[config.mk]
export PLATFORM = sky130hd
export DESIGN_NAME = id_exe_stage
export DESIGN_NICKNAME = d
export VERILOG_FILES = /design/src/rtl/id_exe_stage.sv
export SDC_FILE = /design/constraint.sdc
export NUM_CORES = 1
export LEC_CHECK = 0
export CAP_MARGIN = 25
export CORE_MARGIN = 2
export CORE_UTILIZATION = 39
export DETAILED_ROUTE_END_ITERATION = 8
export GPL_TIMING_DRIVEN = 0
export MAX_ROUTING_LAYER = met4
export PLACE_DENSITY = 0.77
export SYNTH_ARGS = -nofsm -noshare
export SYNTH_HDL_FRONTEND = slang
export SYNTH_SLANG_ARGS = --single-unit
[constraint.sdc]
create_clock -name clk -period 2.2 [get_ports clk]
set_input_delay 0.44 -clock clk [delete_from_list [all_inputs] [get_ports clk]]
set_output_delay 0.44 -clock clk [all_outputs]
set_load 0.02 [all_outputs]
[src/rtl/id_exe_stage.sv]
// ID->EXE pipeline register with load-use hazard detection and bubble insertion.
// Optional feature: define HAZARD_STATS_EN to add the hz_stall_count stall counter port.
module id_exe_stage #(
  parameter int DATA_W       = 32,
  parameter int CTRL_W       = 8,
  parameter int STALL_CYCLES = 1
) (
  input  logic              clk,
  input  logic              arst_n,
  input  logic              en,
  input  logic              flush,
  input  logic              id_valid,
  input  logic [4:0]        id_reg_rs,
  input  logic [4:0]        id_reg_rt,
  input  logic [4:0]        id_reg_rd,
  input  logic              id_uses_rt,
  input  logic [DATA_W-1:0] id_rs_data,
  input  logic [DATA_W-1:0] id_rt_data,
  input  logic [DATA_W-1:0] id_imm,
  input  logic              id_reg_write,
  input  logic              id_mem_read,
  input  logic              id_mem_write,
  input  logic [CTRL_W-1:0] id_ctrl,
  output logic              exe_valid,
  output logic [4:0]        exe_reg_rs,
  output logic [4:0]        exe_reg_rt,
  output logic [4:0]        exe_reg_rd,
  output logic [DATA_W-1:0] exe_rs_data,
  output logic [DATA_W-1:0] exe_rt_data,
  output logic [DATA_W-1:0] exe_imm,
  output logic              exe_reg_write,
  output logic              exe_mem_read,
  output logic              exe_mem_write,
  output logic [CTRL_W-1:0] exe_ctrl,
`ifdef HAZARD_STATS_EN
  output logic [31:0]       hz_stall_count,
`endif
  output logic              stall_if_id
);

  typedef enum logic {RUN, STALL} state_t;

  state_t     r_state;
  state_t     w_state_nxt;
  logic [1:0] r_cnt;
  logic [1:0] w_cnt_nxt;
  logic       w_hazard;
  logic       w_bubble;

  // Only a valid load in EXE writing a non-zero register can block the ID instruction.
  assign w_hazard = id_valid & exe_valid & exe_mem_read & (exe_reg_rd != 5'd0) &
                    ((exe_reg_rd == id_reg_rs) | (id_uses_rt & (exe_reg_rd == id_reg_rt)));

  always_ff @(posedge clk or negedge arst_n) begin
    if (!arst_n) begin
      r_state <= RUN;
      r_cnt   <= 2'd0;
    end else if (en) begin
      r_state <= w_state_nxt;
      r_cnt   <= w_cnt_nxt;
    end
  end

  always_comb begin
    w_state_nxt = r_state;
    w_cnt_nxt   = r_cnt;
    if (flush) begin
      w_state_nxt = RUN;
      w_cnt_nxt   = 2'd0;
    end else begin
      case (r_state)
        RUN: begin
          if (w_hazard && (STALL_CYCLES > 1)) begin
            w_state_nxt = STALL;
            w_cnt_nxt   = 2'(STALL_CYCLES - 1);
          end
        end
        STALL: begin
          w_cnt_nxt = r_cnt - 2'd1;
          if (r_cnt == 2'd1) w_state_nxt = RUN;
        end
        default: w_state_nxt = RUN;
      endcase
    end
  end

  // In STALL the EXE slot holds a bubble, so w_hazard is already 0 there.
  always_comb begin
    w_bubble    = flush | (r_state == STALL) | w_hazard;
    stall_if_id = en & ~flush & ((r_state == STALL) | w_hazard);
  end

  always_ff @(posedge clk or negedge arst_n) begin
    if (!arst_n) begin
      exe_valid     <= 1'b0;
      exe_reg_rs    <= 5'd0;
      exe_reg_rt    <= 5'd0;
      exe_reg_rd    <= 5'd0;
      exe_rs_data   <= '0;
      exe_rt_data   <= '0;
      exe_imm       <= '0;
      exe_reg_write <= 1'b0;
      exe_mem_read  <= 1'b0;
      exe_mem_write <= 1'b0;
      exe_ctrl      <= '0;
    end else if (en) begin
      if (w_bubble) begin
        exe_valid     <= 1'b0;
        exe_reg_rs    <= 5'd0;
        exe_reg_rt    <= 5'd0;
        exe_reg_rd    <= 5'd0;
        exe_rs_data   <= '0;
        exe_rt_data   <= '0;
        exe_imm       <= '0;
        exe_reg_write <= 1'b0;
        exe_mem_read  <= 1'b0;
        exe_mem_write <= 1'b0;
        exe_ctrl      <= '0;
      end else begin
        // An invalid ID slot still moves its fields, but must carry no side effects.
        exe_valid     <= id_valid;
        exe_reg_rs    <= id_reg_rs;
        exe_reg_rt    <= id_reg_rt;
        exe_reg_rd    <= id_reg_rd;
        exe_rs_data   <= id_rs_data;
        exe_rt_data   <= id_rt_data;
        exe_imm       <= id_imm;
        exe_reg_write <= id_valid & id_reg_write;
        exe_mem_read  <= id_valid & id_mem_read;
        exe_mem_write <= id_valid & id_mem_write;
        exe_ctrl      <= id_valid ? id_ctrl : '0;
      end
    end
  end

`ifdef HAZARD_STATS_EN
  // stall_if_id already implies en=1, so the counter holds whenever en=0.
  always_ff @(posedge clk or negedge arst_n) begin
    if (!arst_n) begin
      hz_stall_count <= 32'd0;
    end else if (stall_if_id && (hz_stall_count != 32'hFFFF_FFFF)) begin
      hz_stall_count <= hz_stall_count + 32'd1;
    end
  end
`endif

endmodule

==> impl_metrics.ini <==
[layout]
layout.filler_cells = 1226
area_growth_syn_to_layout_pct = 62.68
layout.area.seq_um2 = 3156
layout.nets = 1024
post_route_cells_drive_above_1_share_pct = 10.03
final_cell_count_no_fill = 1096
multiInputGateArea_um2 = 2525

[cts]
clk_pin_slew_worst_paths_ns = 0.06
tritoncts_clock_tree = built
cts-buffers-inserted = 17
cts_root_buf = sky130_fd_sc_hd__clkbuf_16
ctsHtreeMaxLevel = 4
insertion_delay_ns = 0.41
cts_max_path_buffers = 2
tritoncts_num_sinks = 126

[global_routing]
largest_net_degree_at_the_start_of_global_routing = 86
grt_pass1_wl_um = 32490
grt_use_total_pct = 26.21
grt_pass1_vias = 6090
grt.overflow.total = 0
grt_antenna_before_repair = 1

[pwr]
pwr_density_cell_nw_per_um2 = 787.8
p_leak_nw = 3.785
ir_worst_vdd_v = 0.0004848

[sta]
final-setup-viol-count = 1
post_route_minimum_period_ns = 2.523
grt_setup_unrepaired = yes
hold_violations = 0
worst_clock_skew_ns = 0.007314
worst_pin_slew_ns = 0.6148
setup_tns_final_ns = -0.3234
final.setup.worst_slack_ns = -0.3234
final_min_period_over_clock_period_pct = 114.7
slew_headroom_pct = 59.01
achievable-frequency_mhz = 396.3
timing.final.max_slew_violations = 0

[logic_synthesis]
netlist_top_cells_area = sky130_fd_sc_hd__dfrtp_1, sky130_fd_sc_hd__a32oi_1, sky130_fd_sc_hd__o21ai_0
seq_area_frac_synth_pct = 53.20
leading_area_contributor_after_synthesis = sky130_fd_sc_hd__dfrtp_1
mappedNetlistArea_um2 = 5927
post-synth-top-count-cell = sky130_fd_sc_hd__dfrtp_1
syn_avg_cell_area_um2 = 9.764
synthesis.instances = 607
count_of_state_elements_after_synthesis = 126
yosysTopAreaCellShare_pct = 53.20
synth.cells.most_frequent = sky130_fd_sc_hd__dfrtp_1, sky130_fd_sc_hd__nand2_1, sky130_fd_sc_hd__a32oi_1, sky130_fd_sc_hd__o21ai_0, sky130_fd_sc_hd__clkbuf_1
async_reset_ff_share_pct = 100.0
syn-num-nets = 736
post_synth_num_cell_types = 27
synth-warning-count = 0
number_of_flops_mapped_to_enable_cells_by_yosys = 0
synth-main-ff-cell = sky130_fd_sc_hd__dfrtp_1

[worst_setup_path]
crit_path_top_delay_cell = sky130_fd_sc_hd__or4_4
timing.critical_path.from_type = flip-flop
critical_path_end_type = output port
worst-r2r-cell-count = 9
worstPathCellList = or4_4 -> o2111ai_4 -> buf_8 -> nor2_4 -> o2bb2ai_4 -> buf_6
worst-path-max-fanout = 4
slowest_delay_ns = 0.54
worstPathRequired_ns = 1.76
worst_ep_arrival_time_ns = 2.08
worstSetupPathType = reg2out

[die]
placement_rows = 45
start_util_pct = 39.43
vertical_die_dimension_um = 127.3
floorplan.core_area_um2 = 15030
io-pin-count = 252
die_area_um2 = 16200
fp.dieW_um = 127.3

[place]
numPlacedInstances = 1047
placement.io_buffers = 251
globalplace.congestion = 0.8236
post_dp_hpwl_um = 14320

[routing]
via_per_inst = 5.754
route.antenna.remaining_nets = 0
detail_route.wl_per_cell_um = 19.28
detail_route.first_pass.iterations = 5
wirelength_um = 21130
detail_route.drc_violations = 0
routed-via-count = 6306
drtIter0Drc = 543

[run_status]
status = finished with violations
failed_checks = setup timing

[hold_path]
hp-class = in2reg
timing.hold.worst_path_depth = 3

[flow_run]
cap_violations = 0
-- power breakdown --
part / total [W] / internal, W / switching (W)
logic: 0.00198 / 0.000969 / 0.00101
clock network: 0.00282 / 0.00183 / 0.000986
registers: 0.00280 / 0.00260 / 0.000193
total: 0.00760 / 0.00540 / 0.00219
-- through the flow --
stage	util, %	total power [W]	setup WS, ns	hold slack (ns)	cell area [µm²]
finish	64.14	0.007596	-0.3234	0.3719	9642
global route	64.14	0.007917	-0.3965	0.3973	9642
CTS	63.01	0.007614	-0.3303	0.4783	9473
detailed placement	58.11	0.004726	-1.717	0.3820	8736
global placement	57.92	0.004694	-5.009	0.4717	8707
floorplan	-	0.003632	-0.03215	0.1444	5959
-- critical path, delay by kind of cell, from the launching register on --
family | cells | cell delay, ns
compound gates | 2 | 0.37
buf+inv | 2 | 0.29
flops | 1 | 0.44
simple gates | 2 | 0.58
-- cells by family after synthesis --
group           count (synthesis)  share of synthesized area [%]
buf+inv                        71                          5.467
simple gates                  145                          10.18
fa+ha+maj                       1                         0.2111
xor+xnor                       10                          1.478
compound gates                253                          29.30
mux                             1                         0.1689
flops                         126                          53.20
-- cells in the final DEF, fill, tap and decap left out, types with 2 or more instances in the layout --
master / instances
sky130_fd_sc_hd__buf_6: 4
sky130_fd_sc_hd__a32oi_1: 112
sky130_fd_sc_hd__dfrtp_1: 124
sky130_fd_sc_hd__a22oi_1: 11
sky130_fd_sc_hd__dfrtp_2: 2
sky130_fd_sc_hd__clkbuf_2: 19
sky130_fd_sc_hd__clkinv_2: 3
sky130_fd_sc_hd__nand3_1: 13
sky130_fd_sc_hd__inv_1: 2
sky130_fd_sc_hd__o21ai_1: 35
sky130_fd_sc_hd__bufinv_16: 3
sky130_fd_sc_hd__buf_2: 6
sky130_fd_sc_hd__nand2_1: 114
sky130_fd_sc_hd__xnor2_2: 2
sky130_fd_sc_hd__o21ai_0: 89
sky130_fd_sc_hd__dlygate4sd2_1: 2
sky130_fd_sc_hd__clkbuf_16: 20
sky130_fd_sc_hd__buf_4: 12
sky130_fd_sc_hd__buf_8: 7
sky130_fd_sc_hd__clkdlybuf4s50_1: 246
sky130_fd_sc_hd__clkbuf_1: 37
sky130_fd_sc_hd__xnor2_1: 8
sky130_fd_sc_hd__clkbuf_8: 3
sky130_fd_sc_hd__and3_1: 11
-- layout make-up --
class	instances	share of cell area, %
flip-flops and latches	126	32.73
repair buffers	270	28.59
multi-input cells	410	26.19
clock buffers	24	4.892
plain buffers	67	3.854
well taps	188	2.440
clock inverters	7	1.168
inverters	3	0.1168
diodes	1	0.02595
-- routing by layer --
layer	global-route usage (%)	share of wire, %	routed length [µm]	vias to the layer above
met3	6.240	7.6	1610	43
met1	34.35	43	9012	3066
met2	39.35	47	9940	307
met4	10.73	2.7	570	0
met5	-	0	0	-
li1	-	-	-	2890
-- worst paths after layout --
check                                from        endpoint  slack, ns
setup / recovery            exe_reg_rd[2]     stall_if_id      -0.32
min in group asynchronous          arst_n  exe_rs_data[9]       0.51
setup reg to reg            exe_reg_rd[2]     exe_ctrl[1]       0.06
hold reg to reg            exe_rs_data[9]  exe_rs_data[9]       0.49
max in group asynchronous          arst_n     exe_ctrl[3]       0.91
hold / removal               id_reg_rt[2]   exe_reg_rt[2]       0.37
-- state kept, by name (all words and copies together), names as in the netlist --
| register | cells |
|---|---|
| r_state | 1 |
| r_cnt | 2 |
| exe_reg_rt | 5 |
| exe_reg_rs | 5 |
| exe_rt_data | 32 |
| exe_mem_read | 1 |
| exe_valid | 1 |
| exe_imm | 32 |
| exe_rs_data | 32 |
| exe_reg_write | 1 |
| exe_ctrl | 8 |
| exe_reg_rd | 5 |
| exe_mem_write | 1 |
-- what timing repair did --
action                                  4_1_cts  5_1_grt
setup buffers                                 9        5
gates resized for setup                      36       25
gates cloned                                  0        3
endpoints found under the setup margin      124      120
hold buffers                                  1        0
pin swaps                                     3        3
endpoints found under the hold margin        41        0
Power figures use the tool's default switching activity.
